`src/rtl/seq_run_ctrl_if.sv`:
```
// seq_run_ctrl_if: control inputs and status outputs of the sequence run controller
interface seq_run_ctrl_if;
  logic start, stop, hold, step_mode, step, load;
  logic [3:0] run_len, load_val;
  logic [3:0] q, adv_cnt;
  logic busy, done, wrap, err;
  modport master (
    output start, stop, hold, step_mode, step, load, run_len, load_val,
    input  q, adv_cnt, busy, done, wrap, err
  );
  modport slave (
    input  start, stop, hold, step_mode, step, load, run_len, load_val,
    output q, adv_cnt, busy, done, wrap, err
  );
endinterface

```
`src/rtl/seq_run_ctrl.sv`:
```
// seq_run_ctrl: steps q through an 8-code cycle in runs of run_len advances
module seq_run_ctrl #(
  parameter logic [3:0] RESET_CODE = 4'b0000
) (
  input logic clk,
  input logic clear,
  seq_run_ctrl_if.slave bus
);
  typedef enum logic {IDLE, RUN} state_t;
  state_t state;
  logic [3:0] len_r;
  logic [3:0] cnt1;
  logic en;
  // illegal codes map to themselves, so a code is legal iff it moves
  function automatic logic [3:0] nxt(input logic [3:0] c);
    case (c)
      4'b0000: nxt = 4'b1101;
      4'b1101: nxt = 4'b1011;
      4'b1011: nxt = 4'b1001;
      4'b1001: nxt = 4'b0110;
      4'b0110: nxt = 4'b1100;
      4'b1100: nxt = 4'b0011;
      4'b0011: nxt = 4'b1111;
      4'b1111: nxt = 4'b0000;
      default: nxt = c;
    endcase
  endfunction
  always_comb begin
    en = bus.step_mode ? bus.step : ~bus.hold;
    cnt1 = bus.adv_cnt + 4'd1;
  end
  always_ff @(posedge clk) begin
    if (clear) begin
      state <= IDLE;
      bus.q <= RESET_CODE;
      bus.busy <= 1'b0;
      bus.done <= 1'b0;
      bus.wrap <= 1'b0;
      bus.err <= 1'b0;
      bus.adv_cnt <= 4'd0;
      len_r <= 4'd0;
    end else begin
      bus.done <= 1'b0;
      bus.wrap <= 1'b0;
      if (state == IDLE) begin
        if (bus.load) begin
          if (nxt(bus.load_val) != bus.load_val) bus.q <= bus.load_val;
          else bus.err <= 1'b1;
        end else if (bus.start && !bus.stop) begin
          state <= RUN;
          bus.busy <= 1'b1;
          len_r <= bus.run_len;
          bus.adv_cnt <= 4'd0;
          bus.err <= 1'b0;
        end
      end else if (bus.stop) begin
        state <= IDLE;
        bus.busy <= 1'b0;
      end else if (en) begin
        bus.q <= nxt(bus.q);
        bus.adv_cnt <= cnt1;
        bus.wrap <= bus.q == 4'b1111;
        if (len_r != 4'd0 && cnt1 == len_r) begin
          state <= IDLE;
          bus.busy <= 1'b0;
          bus.done <= 1'b1;
        end
      end
    end
  end
endmodule

```
`src/flat_wrapper.sv`:
```
// flat-port wrapper written by rule: the top's interface ports become plain ports
module seq_run_ctrl_flat 
#(
  parameter logic [3:0] RESET_CODE = 4'b0000
)
  (clk, clear, bus_start, bus_stop, bus_hold, bus_step_mode, bus_step, bus_load, bus_run_len, bus_load_val, bus_q, bus_adv_cnt, bus_busy, bus_done, bus_wrap, bus_err);
  seq_run_ctrl_if bus_i ();
  input logic clk;
  input logic clear;
  input wire logic [$bits(bus_i.start)-1:0] bus_start;
  input wire logic [$bits(bus_i.stop)-1:0] bus_stop;
  input wire logic [$bits(bus_i.hold)-1:0] bus_hold;
  input wire logic [$bits(bus_i.step_mode)-1:0] bus_step_mode;
  input wire logic [$bits(bus_i.step)-1:0] bus_step;
  input wire logic [$bits(bus_i.load)-1:0] bus_load;
  input wire logic [$bits(bus_i.run_len)-1:0] bus_run_len;
  input wire logic [$bits(bus_i.load_val)-1:0] bus_load_val;
  output wire logic [$bits(bus_i.q)-1:0] bus_q;
  output wire logic [$bits(bus_i.adv_cnt)-1:0] bus_adv_cnt;
  output wire logic [$bits(bus_i.busy)-1:0] bus_busy;
  output wire logic [$bits(bus_i.done)-1:0] bus_done;
  output wire logic [$bits(bus_i.wrap)-1:0] bus_wrap;
  output wire logic [$bits(bus_i.err)-1:0] bus_err;
  assign bus_i.start = bus_start;
  assign bus_i.stop = bus_stop;
  assign bus_i.hold = bus_hold;
  assign bus_i.step_mode = bus_step_mode;
  assign bus_i.step = bus_step;
  assign bus_i.load = bus_load;
  assign bus_i.run_len = bus_run_len;
  assign bus_i.load_val = bus_load_val;
  assign bus_q = bus_i.q;
  assign bus_adv_cnt = bus_i.adv_cnt;
  assign bus_busy = bus_i.busy;
  assign bus_done = bus_i.done;
  assign bus_wrap = bus_i.wrap;
  assign bus_err = bus_i.err;
  seq_run_ctrl #(.RESET_CODE(RESET_CODE)) u_core (.clk(clk), .clear(clear), .bus(bus_i));
endmodule
```
`config.mk`:
```
export PLATFORM = sky130hd
export DESIGN_NAME = seq_run_ctrl_flat
export DESIGN_NICKNAME = d
export VERILOG_FILES = /design/src/rtl/seq_run_ctrl_if.sv /design/src/rtl/seq_run_ctrl.sv /design/src/flat_wrapper.sv
export SDC_FILE = /design/constraint.sdc
export NUM_CORES = 1
export LEC_CHECK = 0
export CAP_MARGIN = 5
export CELL_PAD_IN_SITES_DETAIL_PLACEMENT = 2
export CELL_PAD_IN_SITES_GLOBAL_PLACEMENT = 2
export CORE_MARGIN = 5
export CORE_UTILIZATION = 27
export CTS_CLUSTER_SIZE = 40
export DETAILED_ROUTE_END_ITERATION = 12
export PLACE_DENSITY_LB_ADDON = 0.12
export RECOVER_POWER = 50
export SETUP_SLACK_MARGIN = 0.15
export SYNTH_ARGS = -nofsm -noshare
export SYNTH_HDL_FRONTEND = slang
export SYNTH_SLANG_ARGS = --single-unit
```
`constraint.sdc`:
```
create_clock -name clk -period 2.5 [get_ports clk]
set_clock_uncertainty 0.15 [all_clocks]
set_input_delay 0.375 -clock clk [delete_from_list [all_inputs] [get_ports clk]]
set_output_delay 0.375 -clock clk [all_outputs]
set_load 0.005 [all_outputs]
```
======== Yosys cells after proc, flatten, opt, wreduce, memory -nomap -nowiden ========
Cells that the tools add are included.
storage, ports and cells
  register bits ........................... 17
  input port bits ......................... 16
  output and inout port bits .............. 12
  word-level logic and storage cells ...... 84
cells by class
  add/sub/neg operators ................... 1
  eq/ne operators ......................... 23
  multiplexer cells ....................... 32
  bitwise operators ....................... 4
  reductions and logical operators ........ 16
operator list
  operator                                                number
  one-hot mux 4 bit (8 select lines)                      2
  2-to-1 mux 4 bit                                        13
  == test 4 bit (second input constant)                   10
  2-to-1 mux 1 bit                                        17
  inequality test 9 bit (second input constant)           1
  == test 4 x 2 -> 1 bit (second input constant)          2
  == test 4 x 3 -> 1 bit (second input constant)          2
  zero test 4 bit                                         2
  AND reduction 4 bit                                     2
  nonzero test 2 bit                                      4
  inequality test 2 bit (second input constant)           3
  inequality test 3 bit (second input constant)           2
  AND reduction 3 bit                                     2
  AND reduction 5 bit                                     1
  adder 4 x 1 -> 4 bit (second input constant)            1
  == test 4 bit                                           1
  inequality test 4 bit                                   1
  inverter 1 bit                                          4
  nonzero test 4 bit                                      1
  OR reduction 4 bit                                      1
  logical AND 1 bit                                       2
  inequality test 2 x 1 -> 1 bit (second input constant)  1
  zero test 1 bit                                         1

======== Depth between registers and ports, before layout ========
Gate-level depths: netlist (run 1).
  word-level depth ........................ 9
  gate-level depth with buffers ........... 6
  gate-level depth less buffers ........... 6

======== Least setup slack after synthesis (run 1) ========
No wires, ideal clock.
  kind .................................... flip-flop to flip-flop
  start ................................... reg u_core.bus.adv_cnt[0]
  end ..................................... reg u_core.state
  setup time .............................. 0.132 ns
  data arrival time ....................... 1.570 ns
  data required time ...................... 2.218 ns
  path slack .............................. 0.647 ns
  stages on the path, launching flop included .. 6
  path buffers ............................ 0
  clock period less this slack ............ 1.853 ns
  path through ............................ dfxtp_1 -> ha_1 -> xor2_1 -> or4_1 -> o21ai_0 -> a21oi_1
on the way
  word-level cells in the longest chain between the ends .. 7
RTL lines
  what                    line                   source
  from (decl)             seq_run_ctrl_if.sv:13  output q, adv_cnt, busy, done, wrap, err
  from (signal assigned)  seq_run_ctrl.sv:61     bus.adv_cnt <= cnt1;
  adder 4 x 1 -> 4 bit    seq_run_ctrl.sv:30     cnt1 = bus.adv_cnt + 4'd1;
  == test 4 bit           seq_run_ctrl.sv:63     if (len_r != 4'd0 && cnt1 == len_r) begin
  logical AND 1 bit       seq_run_ctrl.sv:63
  2-to-1 mux 1 bit        seq_run_ctrl.sv:63
  2-to-1 mux 1 bit        seq_run_ctrl.sv:59     end else if (en) begin
  2-to-1 mux 1 bit        seq_run_ctrl.sv:56     end else if (bus.stop) begin
  2-to-1 mux 1 bit        seq_run_ctrl.sv:45     if (state == IDLE) begin
  to (signal assigned)    seq_run_ctrl.sv:50     state <= RUN;
  to (signal assigned)    seq_run_ctrl.sv:57     state <= IDLE;
  to (signal assigned)    seq_run_ctrl.sv:64     state <= IDLE;
  to (decl)               seq_run_ctrl.sv:10     state_t state;
No other way between the ends.
A chain may end at the register's enable or synchronous reset.

======== Worst setup path in the final report (run 1) ========
  start ................................... in bus_step_mode
  end ..................................... reg u_core.bus.q[3]
on the way
  word-level cells in the longest chain between the ends .. 3
RTL lines
  what                                    line                   source
  from (decl)                             flat_wrapper.sv:13     input wire logic [$bits(bus_i.step_mode)-1:0] bus_step_mode;
  2-to-1 mux 1 bit                        seq_run_ctrl.sv:29     en = bus.step_mode ? bus.step : ~bus.hold;
  inequality test 2 bit (no source line)  n/a
  AND reduction 5 bit (no source line)    n/a
  to (signal assigned)                    seq_run_ctrl.sv:47     if (nxt(bus.load_val) != bus.load_val) bus.q <= bus.load_val;
  to (signal assigned)                    seq_run_ctrl.sv:60     bus.q <= nxt(bus.q);
  to (decl)                               seq_run_ctrl_if.sv:13
No other way between the ends.

==> results of run 1 <==
-- placed cells by master (no fill, tap or decap), types with 4 or more instances in the layout --
cell type	n
a21oi_1	9
clkdlybuf4s50_1	19
dfxtp_1	17
dlygate4sd3_1	8
mux2i_1	7
nand2_1	6
nand2b_1	5
nor2_1	17
o21ai_0	7
xnor2_1	4
-- final timing paths --
path / startpoint / to / cells past startpoint
max: bus_step_mode / u_core.bus.q[3] / 6
min: u_core.bus.busy / u_core.bus.busy / 2
max reg2reg: u_core.state / u_core.bus.q[3] / 5
min reg2reg: u_core.bus.busy / u_core.bus.busy / 2
-- synthesized netlist by cell type, drive strengths merged, types with 2 or more instances --
cell type / instances
nor3: 3
buf: 3
or3: 3
nand2b: 5
a31oi: 2
mux2i: 7
xnor2: 4
nor2b: 3
xor2: 2
nor2: 17
a311oi: 2
clkbuf: 3
a21oi: 11
nand2: 7
nand3: 4
a2111oi: 2
dfxtp: 17
o21ai: 7
or4: 2
-- cells by family after synthesis --
| kind of cell | count (synthesis) | share of synthesized area |
|---|---|---|
| compound gates | 32 | 0.216 |
| buf+inv | 7 | 0.0327 |
| fa+ha+maj | 1 | 0.0121 |
| simple gates | 52 | 0.274 |
| xor+xnor | 6 | 0.0581 |
| mux | 8 | 0.0787 |
| flops | 17 | 0.329 |
-- worst max-delay path: stages --
cell	delay, ps
clkdlybuf4s50_1	480
nand2b_1	160
nand3_1	300
a32o_2	370
or3_1	390
a21oi_2	120
-- metal layers --
metal / GRT usage / part of all wire / up-vias
li1: - / - / 497
met1: 0.143 / 0.40 / 497
met2: 0.253 / 0.56 / 24
met3: 0.0196 / 0.032 / 5
met4: 0.0480 / 0.012 / 0
met5: 0 / 0 / -
-- registers in the layout, indices dropped and copies added (netlist names) --
register,flops
u_core.len_r,4
u_core.bus.busy,1
u_core.bus.done,1
u_core.bus.adv_cnt,4
u_core.state,1
u_core.bus.err,1
u_core.bus.q,4
u_core.bus.wrap,1
-- power breakdown --
part | internal (mW) | total [mW] | leakage, nW | switching [mW]
registers | 0.281 | 0.299 | 0.138 | 0.0173
logic | 0.0706 | 0.133 | 0.372 | 0.0624
clock network | 0.113 | 0.208 | 0.0228 | 0.0951
total | 0.465 | 0.640 | 0.533 | 0.175
-- final cells by class --
| cell class | count | area, um2 | share of cell area |
|---|---|---|---|
| multi-input cells | 99 | 649 | 0.467 |
| inverters | 1 | 3.75 | 0.00270 |
| clock buffers | 4 | 45.0 | 0.0324 |
| repair buffers | 30 | 293 | 0.210 |
| well taps | 48 | 60.1 | 0.0432 |
| flip-flops and latches | 17 | 340 | 0.245 |
-- per-stage QoR --
stage          cells  hold slack, ps
2_1_floorplan    123             333
3_3_place_gp     195             374
3_5_place_dp     195             402
4_1_cts          199             413
5_1_grt          199             446
6_report         199             402
==> metrics.cfg, run 1 <==
[global_routing]
grt_overflow=0
grt_pass1_vias=1134
grt_pass1_wl_um=5420
grt_max_degree=11
gr-usage-all-layers=0.132
antenna_found_initial=0

[synth]
synth_seq_cells=17
synthFlopType=dfxtp_1
yosysTopAreaCellShare=0.329
yosys_warnings=0
seq_area_frac_synth=0.329
syn_inst=123
avgSynthCellArea_um2=8.40
netlist.top_cell.by_area=dfxtp_1
synth_edf_count=0
syn-cell-area_mm2=0.00103
ys_types=45
netlist_top_cells_area=dfxtp_1 (33%), mux2i_1 (6.8%), nor2_1 (6.2%)
synth_nets=140
async_flop_share=0

[place]
routabilityCongestion=0.816
placed_area_mm2=0.00136
io_buffers=27
place_hpwl_um=2560
preCtsSetupSlack_ps=154

[timing]
hold_violations=0
setup_ws_ps=348
finalSetupViolCount=0
period_share=0.861
min_period_ps=2150
max_slew_margin=0.480
worst_pin_slew_ps=774
finalSetupTns_ps=0
rsz0062_at_grt=false
maxSlewViolCount=0
max_freq_ghz=0.465

[routing]
routed_via_density=5.14
firstDrtPassIters=4
wl_um=3260
vias=1023
drc=0
drt_iter0_markers=22
wl_per_cell_um=16.4
ant_nets=0

[clock_network]
clk_pin_slew_ps=70
cts_setup_buffers=0
postCtsHoldBufs=0
post_cts_resize_count=0
root_buffer=clkbuf_8
h-tree-depth=1
cts_tree=built
numCtsBuffers=3
clk_latency_ps=250
cts_sinks=17
clockBufferDepth=2

[final_layout]
drive_gt1_frac=0.113
design_area_mm2=0.00139
antennaDiodeCount=0
area_delta_synth_final_pct=34.6
fin_nets=169
final_core_util=0.377
num-fill-cells=425

[setup_path]
path_class=input port to flip-flop
start_kind=input port
end_kind=flip-flop
worst-path-max-fanout=8
critical_path_arrival_ps=2190
required_ps=2530
r2r_slack_ps=460

[die]
num_rows=22
die_width_um=71.9
initial_utilization=0.280
die_y_um=71.9
ios=28
core-area_mm2=0.00369
die_area_mm2=0.00517

[status]
status=completed

[pwr]
leakage_nw=0.533
pwr_density_cell_mw_per_mm2=460
ir_drop_mv=0.207
total_power_mw=0.640

[run]
drv_cap=0

[hold_path]
hold_class=flip-flop to flip-flop

Note: power is estimated with default switching activity, not from simulation.
==> inputs of run 2 (changes only) <==
Settings changed: PLACE_DENSITY set to 0.78, PLACE_DENSITY_LB_ADDON 0.12 to unset.
==> metrics.cfg, run 2 (synthesis gave the netlist of run 1 again) <==
[final_layout]
num-fill-cells=433
multi_input_area_um2=649
regArea_um2=340
area_delta_synth_final_pct=34.6
drive_gt1_frac=0.113
fin_nets=169
antennaDiodeCount=0
top_regs=u_core.bus.adv_cnt x4, u_core.bus.q x4, u_core.len_r x4
final_cell_mix=clkdlybuf4s50_1 (19), nor2_1 (17), dfxtp_1 (17)
final_common_cell=clkdlybuf4s50_1

[timing]
min_period_ps=2160
worst_pin_slew_ps=778
hold_violations=0
max_slew_margin=0.477
maxSlewViolCount=0
finalSetupTns_ps=0
max_freq_ghz=0.462
finalSetupViolCount=0
setup_ws_ps=336
rsz0062_at_grt=false
period_share=0.865

[global_routing]
grt_overflow=0
grt_pass1_wl_um=5550
grt_pass1_vias=1167
gr-usage-all-layers=0.135
grt_max_degree=18
antenna_found_initial=0

[setup_path]
r2r_slack_ps=470
end_kind=flip-flop
required_ps=2530
path_class=input port to flip-flop
critical_path_arrival_ps=2200
start_kind=input port
worst-path-max-fanout=8

[clock_network]
cts_tree=built
clk_latency_ps=250
cts_setup_buffers=0
root_buffer=clkbuf_8
post_cts_resize_count=0
h-tree-depth=1
postCtsHoldBufs=0
cts_sinks=17
clk_pin_slew_ps=60
numCtsBuffers=3
clockBufferDepth=2

[place]
routabilityCongestion=0.887
place_hpwl_um=2650
preCtsSetupSlack_ps=140
io_buffers=27

[die]
initial_utilization=0.280
die_y_um=71.9
ios=28
die_width_um=71.9
die_area_mm2=0.00517
num_rows=22
core-area_mm2=0.00369

[routing]
vias=1020
drt_iter0_markers=39
wl_per_cell_um=16.1
ant_nets=0
wl_met1_um=1240
wl_met3_um=126
highest_layer=met4
firstDrtPassIters=3
wl_um=3200
dr_wl_met2_um=1760
drc=0
routed_via_density=5.13

[pwr]
total_power_mw=0.635
leakage_nw=0.533
ir_drop_mv=0.244
pwr_density_cell_mw_per_mm2=457

[status]
status=completed

[run]
drv_cap=0

[hold_path]
hold_class=flip-flop to flip-flop

## run 2: cell counts in the layout (fill, tap and decap cells not counted)
Identical to the previous run, type by type.
## run 2: power by group
part           switching, mW  internal [mW]
Clock                 0.0913          0.113
Combinational         0.0620         0.0706
Sequential            0.0167          0.281
Total                  0.170          0.465
## run 2: cell type report
class                   count  share of cell area
clock buffers               4              0.0324
flip-flops and latches     17               0.245
multi-input cells          99               0.467
well taps                  48              0.0432
inverters                   1             0.00270
repair buffers             30               0.210
## run 2: worst paths after layout
| path | start | end | cells after the start |
|---|---|---|---|
| worst min-delay path | u_core.bus.busy | u_core.bus.busy | 2 |
| worst min register to register | u_core.bus.busy | u_core.bus.busy | 2 |
| worst max register to register | u_core.bus.adv_cnt[0] | u_core.state | 5 |
| worst max-delay path | bus_stop | u_core.bus.q[3] | 6 |
## run 2: stage by stage
| step | util | area [um2] | cells | hold slack [ps] |
|---|---|---|---|---|
| 2_1_floorplan | - | 1030 | 123 | 333 |
| 3_3_place_gp | 0.368 | 1360 | 195 | 381 |
| 3_5_place_dp | 0.368 | 1360 | 195 | 393 |
| 4_1_cts | 0.380 | 1400 | 199 | 406 |
| 5_1_grt | 0.377 | 1390 | 199 | 431 |
| 6_report | 0.377 | 1390 | 199 | 393 |
## run 2: routing by layer
metal  vias up  global-route usage
li1        501                   -
met1       489               0.137
met2        23               0.262
met3         7              0.0281
met4         0              0.0543
met5         -                   0
## run 2: worst max-delay path, stage by stage
cell	delay, ps
clkdlybuf4s50_1	470
and2b_1	240
nand3_1	250
a32o_2	350
or3_1	390
a21oi_2	130
==> inputs of run 3 (changes only) <==
Settings changed: SKIP_CTS_REPAIR_TIMING set to 1.
==> results of run 3 <==
Same layout as run 2: the final DEF is identical, and so are final timing and power.
